## config.mk

```make
export PLATFORM = sky130hd
export DESIGN_NAME = issue_sequencer
export DESIGN_NICKNAME = d
export VERILOG_FILES = /design/src/rtl/core_pkg.sv /design/src/rtl/opcode_classifier.sv /design/src/rtl/issue_sequencer.sv
export SDC_FILE = /design/constraint.sdc
export NUM_CORES = 1
export LEC_CHECK = 0
export CAP_MARGIN = 5
export CORE_ASPECT_RATIO = 0.6
export CORE_MARGIN = 3
export CORE_UTILIZATION = 35
export DETAILED_ROUTE_END_ITERATION = 12
export GPL_TIMING_DRIVEN = 0
export MAX_ROUTING_LAYER = met4
export PLACE_DENSITY_LB_ADDON = 0.12
export REMOVE_ABC_BUFFERS = 1
export SLEW_MARGIN = 5
export SYNTH_ARGS = -nofsm -noshare
export SYNTH_HDL_FRONTEND = slang
export SYNTH_SLANG_ARGS = --single-unit
```

## constraint.sdc

```tcl
create_clock -name clock -period 4.8 [get_ports clock]
set_input_delay 0.48 -clock clock [delete_from_list [all_inputs] [get_ports clock]]
set_output_delay 0.48 -clock clock [all_outputs]
set_load 0.005 [all_outputs]
```

## src/rtl/core_pkg.sv

```systemverilog
// Shared front-end definitions: opcodes, RS classes, sequencer states.
// Purely declarative (no logic, no latency).
// No flow control of its own; consumers apply their own handshakes.
package core_pkg;

    localparam int ROB_DEPTH_DEF = 16;

    // Major opcodes (instr[6:0])
    localparam logic [6:0] OPC_LUI    = 7'b0110111;
    localparam logic [6:0] OPC_AUIPC  = 7'b0010111;
    localparam logic [6:0] OPC_JAL    = 7'b1101111;
    localparam logic [6:0] OPC_JALR   = 7'b1100111;
    localparam logic [6:0] OPC_BRANCH = 7'b1100011;
    localparam logic [6:0] OPC_LOAD   = 7'b0000011;
    localparam logic [6:0] OPC_STORE  = 7'b0100011;
    localparam logic [6:0] OPC_OPIMM  = 7'b0010011;
    localparam logic [6:0] OPC_OP     = 7'b0110011;
    localparam logic [6:0] OPC_FENCE  = 7'b0001111;

    // Reservation-station class and its one-hot {BR, LSU, ALU} request
    typedef enum logic [1:0] {
        CLS_ALU = 2'd0,
        CLS_LSU = 2'd1,
        CLS_BR  = 2'd2
    } rs_class_t;

    localparam logic [2:0] RS_ALU_OH = 3'b001;
    localparam logic [2:0] RS_LSU_OH = 3'b010;
    localparam logic [2:0] RS_BR_OH  = 3'b100;

    typedef struct packed {
        rs_class_t cls;
        logic      fence;
        logic      illegal;
    } op_class_t;

    typedef enum logic [1:0] {
        ST_IDLE  = 2'd0,
        ST_CHECK = 2'd1,
        ST_STALL = 2'd2,
        ST_FLUSH = 2'd3
    } seq_state_t;

    function automatic logic [2:0] class_onehot(input rs_class_t c);
        case (c)
            CLS_LSU: return RS_LSU_OH;
            CLS_BR:  return RS_BR_OH;
            default: return RS_ALU_OH;
        endcase
    endfunction

endpackage

```

## src/rtl/opcode_classifier.sv

```systemverilog
// Maps a major opcode to its RS class plus FENCE / illegal flags.
// Purely combinational, zero latency.
// No flow control; the caller decides when the result is used.
module opcode_classifier
    import core_pkg::*;
(
    input  logic [6:0] opcode,
    output op_class_t  info
);

    // Unknown opcodes go to the ALU slot flagged illegal so the ROB can raise the exception
    always_comb begin
        info = '{cls: CLS_ALU, fence: 1'b0, illegal: 1'b0};
        case (opcode)
            OPC_LOAD, OPC_STORE:           info.cls = CLS_LSU;
            OPC_BRANCH, OPC_JAL, OPC_JALR: info.cls = CLS_BR;
            OPC_LUI, OPC_AUIPC,
            OPC_OPIMM, OPC_OP:             info.cls = CLS_ALU;
            OPC_FENCE:                     info.fence = 1'b1;
            default:                       info.illegal = 1'b1;
        endcase
    end

endmodule

```

## src/rtl/issue_sequencer.sv

```systemverilog
// Pulls instructions from the queue, allocates a ROB tag and an RS slot, pulses the decoder.
// Latency: accept -> decode_pulse 2 clocks; best-case one issue every 2 cycles.
// Backpressure: iq_ready only in IDLE; stalls while ROB/RS full or a FENCE waits for an empty ROB.
module issue_sequencer
    import core_pkg::*;
#(
    parameter int ROB_DEPTH = ROB_DEPTH_DEF,
    parameter int TAG_W     = $clog2(ROB_DEPTH),
    parameter int CNT_W     = 32
) (
    input  logic             clock,
    input  logic             reset,
    input  logic             iq_valid,
    input  logic [31:0]      iq_instr,
    output logic             iq_ready,
    input  logic [TAG_W:0]   rob_free,
    input  logic             rob_empty,
    input  logic             rs_alu_free,
    input  logic             rs_lsu_free,
    input  logic             rs_br_free,
    input  logic             flush,
    input  logic [TAG_W-1:0] flush_tag,
    output logic [31:0]      decode_instr,
    output logic             decode_pulse,
    output logic             available,
    output logic             rob_alloc,
    output logic [TAG_W-1:0] rob_tag,
    output logic [2:0]       rs_sel,
    output logic             illegal,
    output logic [CNT_W-1:0] issue_count,
    output logic [CNT_W-1:0] stall_count
);

    localparam logic [CNT_W-1:0] CNT_ONE = CNT_W'(1);

    seq_state_t       state;
    seq_state_t       next_state;
    logic [31:0]      instr_q;
    op_class_t        cls_q;
    op_class_t        cls_in;
    logic [TAG_W-1:0] tail;
    logic             rs_ok;
    logic             ok;
    logic             accept;
    logic             issue;

    // Classify at capture time so CHECK only has to look at registered class bits
    opcode_classifier u_classifier (
        .opcode (iq_instr[6:0]),
        .info   (cls_in)
    );

    // Capacity of the RS the held instruction targets
    always_comb begin
        case (cls_q.cls)
            CLS_LSU: rs_ok = rs_lsu_free;
            CLS_BR:  rs_ok = rs_br_free;
            default: rs_ok = rs_alu_free;
        endcase
        ok = (rob_free != '0) && rs_ok && (!cls_q.fence || rob_empty);
    end

    // State register
    always_ff @(posedge clock or posedge reset) begin
        if (reset) state <= ST_IDLE;
        else       state <= next_state;
    end

    // Next-state logic; flush overrides everything, including a ready issue
    always_comb begin
        next_state = state;
        if (flush) begin
            next_state = ST_FLUSH;
        end else begin
            case (state)
                ST_IDLE:            if (iq_valid) next_state = ST_CHECK;
                ST_CHECK, ST_STALL: next_state = ok ? ST_IDLE : ST_STALL;
                default:            next_state = ST_IDLE;
            endcase
        end
    end

    // State decodes: queue handshake and the issue decision
    always_comb begin
        iq_ready = (state == ST_IDLE);
        accept   = iq_ready && iq_valid && !flush;
        issue    = ((state == ST_CHECK) || (state == ST_STALL)) && ok && !flush;
    end

    // Hold the accepted instruction and its class until it issues or is flushed
    always_ff @(posedge clock or posedge reset) begin
        if (reset) begin
            instr_q <= '0;
            cls_q   <= '0;
        end else if (accept) begin
            instr_q <= iq_instr;
            cls_q   <= cls_in;
        end
    end

    // ROB tail: restart point on flush, otherwise advance per issue (wraps at ROB_DEPTH)
    always_ff @(posedge clock or posedge reset) begin
        if (reset)      tail <= '0;
        else if (flush) tail <= flush_tag;
        else if (issue) tail <= tail + TAG_W'(1);
    end

    // Registered issue outputs: single-cycle strobes, decode_instr holds the last issued word
    always_ff @(posedge clock or posedge reset) begin
        if (reset) begin
            decode_instr <= '0;
            decode_pulse <= 1'b0;
            available    <= 1'b0;
            rob_alloc    <= 1'b0;
            rob_tag      <= '0;
            rs_sel       <= '0;
            illegal      <= 1'b0;
        end else begin
            decode_pulse <= issue;
            available    <= issue;
            rob_alloc    <= issue;
            rob_tag      <= issue ? tail : '0;
            rs_sel       <= issue ? class_onehot(cls_q.cls) : 3'b000;
            illegal      <= issue && cls_q.illegal;
            if (issue) decode_instr <= instr_q;
        end
    end

    // Performance counters, free-running with silent wrap
    always_ff @(posedge clock or posedge reset) begin
        if (reset) begin
            issue_count <= '0;
            stall_count <= '0;
        end else begin
            if (issue)             issue_count <= issue_count + CNT_ONE;
            if (state == ST_STALL) stall_count <= stall_count + CNT_ONE;
        end
    end

endmodule

```

==> results.json <==
{
  "status": "complete, no violations",
  "ioPinCount": 157,
  "clk_pin_slew_ns": 0.06,
  "final_cell_mix": "156 x clkdlybuf4s50_1, 147 x dfrtp_1, 64 x mux2_2, 53 x xnor2_1, 34 x nand2_1",
  "clockPowerShare": 0.348,
  "cts_buffer_depth": 2,
  "crit_type": "flip-flop to flip-flop",
  "syn_to_final_growth_pct": 40.5,
  "intPower_w": 0.00291,
  "first_pass_iters": 4,
  "synth-compound-area-share": 0.0208,
  "start_util": 0.359,
  "synthSimpleGateAreaFrac": 0.135,
  "cap_violations": 0,
  "required_ns": 5.09,
  "ff2ff_path_depth": 9,
  "hold_class": "flip-flop to flip-flop",
  "grt_max_degree": 78,
  "crit_path_end_kind": "flip-flop",
  "pwr-share-seq": 0.435,
  "vias_per_cell": 4.76,
  "synth_cells": 480,
  "hold_start": "stall_count[31]$_DFFE_PP0N_",
  "synth_mux_area_frac": 0.120,
  "cts_tree": "done",
  "period_share": 0.582,
  "worstHoldPathCells": 1,
  "place_hpwl_um": 10100,
  "track_usage": 0.154,
  "reg2reg_to": "decode_instr[18]$_DFFE_PP0P_",
  "critical_path_arrival_ns": 3.09,
  "drt-initial-drc-count": 245,
  "cts-htree-levels": 4,
  "wire_per_inst_um": 15.5,
  "cts_root_buffer": "clkbuf_16",
  "min_to": "stall_count[31]$_DFFE_PP0N_",
  "finalInstanceArea_mm2": 0.00871,
  "ant_nets": 0,
  "path_max_fanout": 16,
  "drc": 0,
  "reg2reg_setup_slack_ns": 2.01,
  "nets": 704,
  "final-hold-violation-count": 0,
  "fp.dieH_um": 109,
  "synth-adder-area-share": 0.0161,
  "clk_latency_ns": 0.41,
  "grt_pass1_vias": 4279,
  "p_switching_w": 0.000965,
  "io_buffer_count": 156,
  "power_density_mw_per_mm2": 445,
  "r2r-start": "cls_q[2]$_DFFE_PP0P_",
  "timing.fmax_mhz": 358,
  "rsz0062_at_grt": "false",
  "fin_skew_ns": 0.00974,
  "synth_seq_cells": 147,
  "cts_hold_buf": 0,
  "die_area_mm2": 0.0194,
  "tns_ns": 0,
  "final_common_cell": "clkdlybuf4s50_1",
  "die_w_um": 178,
  "peakVddDrop_uv": 235,
  "overflow": 0,
  "vias": 4257,
  "wirelength_um": 13900,
  "finalPower_w": 0.00388,
  "combPwrFrac": 0.216,
  "seq_area_frac_synth": 0.593,
  "report.final.slew_viol_count": 0,
  "netlist_area_mm2": 0.00620,
  "relSlewSlack": 0.366,
  "postCtsSetupBuffers": 0,
  "post-route-min-period_ns": 2.79,
  "grt_antenna_before_repair": 0,
  "synth_xor_area_frac": 0.0918,
  "drive_gt1_frac": 0.179,
  "place_area_mm2": 0.00811,
  "synth_top_family_by_area": "simple AND/OR/NAND/NOR gates",
  "coreArea_mm2": 0.0173,
  "ys.warnings.count": 0,
  "avgSynthCellArea_um2": 12.9,
  "fillers": 1514,
  "grt_pass1_wl_um": 22700,
  "cts_made_buffers": 17,
  "place.gp.congestion": 0.789,
  "rows": 37,
  "worstMarginPinSlew_ns": 0.944,
  "ys_types": 44,
  "setup_viol": 0,
  "leakage_nw": 3.68,
  "start_kind": "flip-flop",
  "ctsResizeCount": 0,
  "power.share.switching": 0.249,
  "cts.sinks": 147
}
==> routing by layer <==
metal,GRT usage,up-vias,share of wire
li1,-,2010,-
met1,0.204,2122,0.47
met2,0.221,109,0.44
met3,0.0539,16,0.078
met4,0.0526,0,0.014
met5,-,-,0
==> worst max-delay path by stage <==
stage	startpoint	end	slack, ns	depth (start not counted)
3_5_place_dp	flush	decode_instr[18]$_DFFE_PP0P_	1.63	6
4_1_cts	cls_q[2]$_DFFE_PP0P_	decode_instr[18]$_DFFE_PP0P_	1.96	9
6_report	cls_q[2]$_DFFE_PP0P_	decode_instr[18]$_DFFE_PP0P_	2.01	9
3_3_place_gp	flush	issue_count[14]$_DFFE_PP0P_	-2.65	4
5_1_grt	cls_q[2]$_DFFE_PP0P_	decode_instr[18]$_DFFE_PP0P_	1.79	9
2_1_floorplan	cls_q[2]$_DFFE_PP0P_	issue_count[14]$_DFFE_PP0P_	0.05	7
==> kinds of logic after synthesis <==
family                     Yosys count
DFF                                147
and+or+nand+nor                    144
muxes                               66
xor gates and xnor gates            65
buffers and inverters               30
AOI/OAI and AO/OA                   20
adders and majority gates            8
==> cells in the mapped netlist, drive strengths merged <==
master | count | area [um2]
xor2 | 12 | 105
nand3b | 1 | 7.51
clkbuf | 2 | 7.51
o21ai | 9 | 45.0
ha | 8 | 100
nor2 | 15 | 63.8
o211ai | 2 | 15.0
nor3 | 6 | 40.0
o22ai | 1 | 12.5
and4 | 2 | 17.5
or3 | 2 | 12.5
a221o | 1 | 10.0
a21oi | 4 | 20.0
o41ai | 2 | 17.5
or4 | 1 | 11.3
or2 | 1 | 6.26
o311ai | 1 | 8.76
nand3 | 24 | 120
mux2 | 66 | 747
nand2 | 35 | 134
inv | 14 | 52.6
nand2b | 1 | 6.26
and3 | 8 | 50.1
nand4b | 1 | 8.76
dfrtp | 147 | 3680
nor3b | 1 | 7.51
nor2b | 1 | 6.26
nor4b | 1 | 8.76
buf | 14 | 80.1
nor4 | 8 | 105
xnor2 | 53 | 464
and2 | 10 | 62.6
nand4 | 26 | 169
==> through the flow <==
| stage | util | worst slack (ns) | hold slack (ns) | cells |
|---|---|---|---|---|
| 2_1_floorplan | - | 0.0530 | 0.444 | 464 |
| 3_3_place_gp | 0.461 | -2.65 | 0.461 | 854 |
| 3_5_place_dp | 0.469 | 1.63 | 0.465 | 862 |
| 5_1_grt | 0.504 | 1.79 | 0.507 | 894 |
| 4_1_cts | 0.504 | 1.96 | 0.476 | 894 |
| 6_report | 0.504 | 2.01 | 0.467 | 895 |
==> registers in the layout (all words and copies together) (netlist names), 2 cells and up <==
register	cells
cls_q	4
decode_instr	32
instr_q	32
issue_count	32
rob_tag	4
rs_sel	3
stall_count	32
state	2
tail	4
==> power groups by stage <==
stage / Combinational (W) / Sequential, W / Clock, W
floorplan: 0.000329 / 0.00169 / 0
global placement: 0.000828 / 0.00169 / 0
detailed placement: 0.000853 / 0.00171 / 0
CTS: 0.000860 / 0.00169 / 0.00139
global route: 0.000920 / 0.00173 / 0.00145
finish: 0.000838 / 0.00169 / 0.00135
==> worst max-delay path, cell delays in order, from the launching register on <==
cell and delay [ns]:
dfrtp_1 0.37, inv_1 0.05, ha_1 0.30, a221o_1 0.12, nand2_1 0.18, nor4_4 0.76
buf_8 0.24, buf_8 0.15, buf_6 0.16, mux2_2 0.34
==> cell type report <==
cell class,instances,area [um2],share of cell area
clock inverters,12,154,0.0177
multi-input cells,303,2390,0.275
repair buffers,164,1690,0.194
diodes,1,2.50,0.000287
inverters,14,57.6,0.00661
clock buffers,20,447,0.0513
well taps,234,293,0.0336
flip-flops and latches,147,3680,0.422
No activity file was read; power rests on OpenSTA's default activity.
==> RTL change (same settings) <==
Re-encode `seq_state_t` (4 states) as one-hot, 4 bits wide.
--- a/src/rtl/core_pkg.sv
+++ b/src/rtl/core_pkg.sv
@@ -34,11 +34,11 @@
         logic      illegal;
     } op_class_t;
 
-    typedef enum logic [1:0] {
-        ST_IDLE  = 2'd0,
-        ST_CHECK = 2'd1,
-        ST_STALL = 2'd2,
-        ST_FLUSH = 2'd3
+    typedef enum logic [3:0] {
+        ST_IDLE  = 4'b0001,
+        ST_CHECK = 4'b0010,
+        ST_STALL = 4'b0100,
+        ST_FLUSH = 4'b1000
     } seq_state_t;
 
     function automatic logic [2:0] class_onehot(input rs_class_t c);
Check against the original RTL: same outputs for any inputs over 10 cycles, from zero or initial values and one cycle with reset high; not proved beyond that.
==> RTL change against the unedited design <==
Worst hold slack worse by 0.0013 ns. Final area up 0.27%. Count of clock-buffer cells in the layout down 3. Final cell count up 5.6%. Via count up 3.7%. Routed wire length up 2.1%. Critical path depth down 1. Sequential cell count up 2. Synthesized area up 0.69%. Setup slack worse by 0.13 ns. Largest cell class unchanged. Clock skew up 0.0031 ns. Maximum frequency down 4.4%.
Power is not compared: it rests on default switching activity, and its combinational part moved more than twofold at a synthesized area within 25%.
==> RTL change: results (changes against the unedited design) <==
- Run status: finished clean
- Number of vias per cell: 4.67 (-1.8%)
- Max FO, Critical Path: 20 (+4)
- Met2 track demand over resource: 0.224 (+0.00347)
- Number of buffers outside the clock class in the layout: 161 (-1.8%)
- Total non-filler cell area in the finished layout: 8730 um^2 (+0.27%)
- Maximum number of pins on one net before global-route repair: 84 (+7.7%)
- Total global-route track usage: 0.154 (about the same)
- Global routing met1 resource utilization: 0.207 (+0.00297)
- Adder-cell share of the synthesized area: 0.0100 (-0.00612)
- Routed length on met1: 6780 um (+4.4%)
- Length of routed met3 wiring: 981 um (-9.3%)
- #MultiIn Comb: 356 (+17%)
- XOR/XNOR share of the synthesized area: 0.0926 (+0.000777)
- Number of nets in the final layout: 755 (+7.2%)
- Seq/Total Area, Yosys: 0.597 (+0.00417)
- Fraction of the mapped netlist area in compound gates: 0.0222 (+0.00146)
- Fraction of area in multi-input gates: 0.273 (-0.00175)
- Multiplexer share of the synthesized area: 0.0739 (-0.0465)
- Critical-path top delay cell: sky130_fd_sc_hd__nor3_4
- Total wire length after detailed routing: 14200 um (+2.1%)
- Flop2flop setup slack: 1.88 ns (-0.13 ns)
- Proportion of cell area spent on the clock network: 0.0693 (+0.000385)
- Number of global-route vias before repair: 4371 (+2.2%)
- Largest cells by area after synthesis: sky130_fd_sc_hd__dfrtp_1 (59%), sky130_fd_sc_hd__mux2_2 (7.4%), sky130_fd_sc_hd__nand2_1 (6.1%)
- Data arrival, critical path: 3.20 ns (+0.11 ns)
- Setup clock skew after layout: 0.0128 ns (+0.00310 ns)
- Inverters, non-clock: 16 (+2)
- Routed wl met2: 6330 um (+3.2%)
- Relative slew slack: 0.400 (+0.0335)
## RTL change: changes by cell type after synthesis, moves of 6 or more
cell | unedited run | this run
sky130_fd_sc_hd__nand2_1 | 34 | 102
sky130_fd_sc_hd__mux2_2 | 64 | 41
sky130_fd_sc_hd__xor2_1 | 12 | 27
sky130_fd_sc_hd__xnor2_1 | 53 | 39
sky130_fd_sc_hd__nor3_1 | 4 | 16
sky130_fd_sc_hd__nor2_1 | 14 | 23
sky130_fd_sc_hd__nand4_1 | 25 | 18
sky130_fd_sc_hd__nand3_1 | 24 | 18
## RTL change: critical path: cells and delay by family, from the launching register on
family | cells | cell delay [ns]
mux | 1 | 0.35
simple gates | 3 | 1.27
fa+ha+maj | 1 | 0.34
flops | 1 | 0.36
buf+inv | 3 | 0.47
## RTL change: worst min-delay path by stage
stage	endpoint	depth (start not counted)
after global routing	instr_q[11]	2
after floorplan	instr_q[10]	2
after CTS	instr_q[23]	2
final	instr_q[23]	2
after global placement	instr_q[28]	2
after detailed placement	instr_q[23]	2
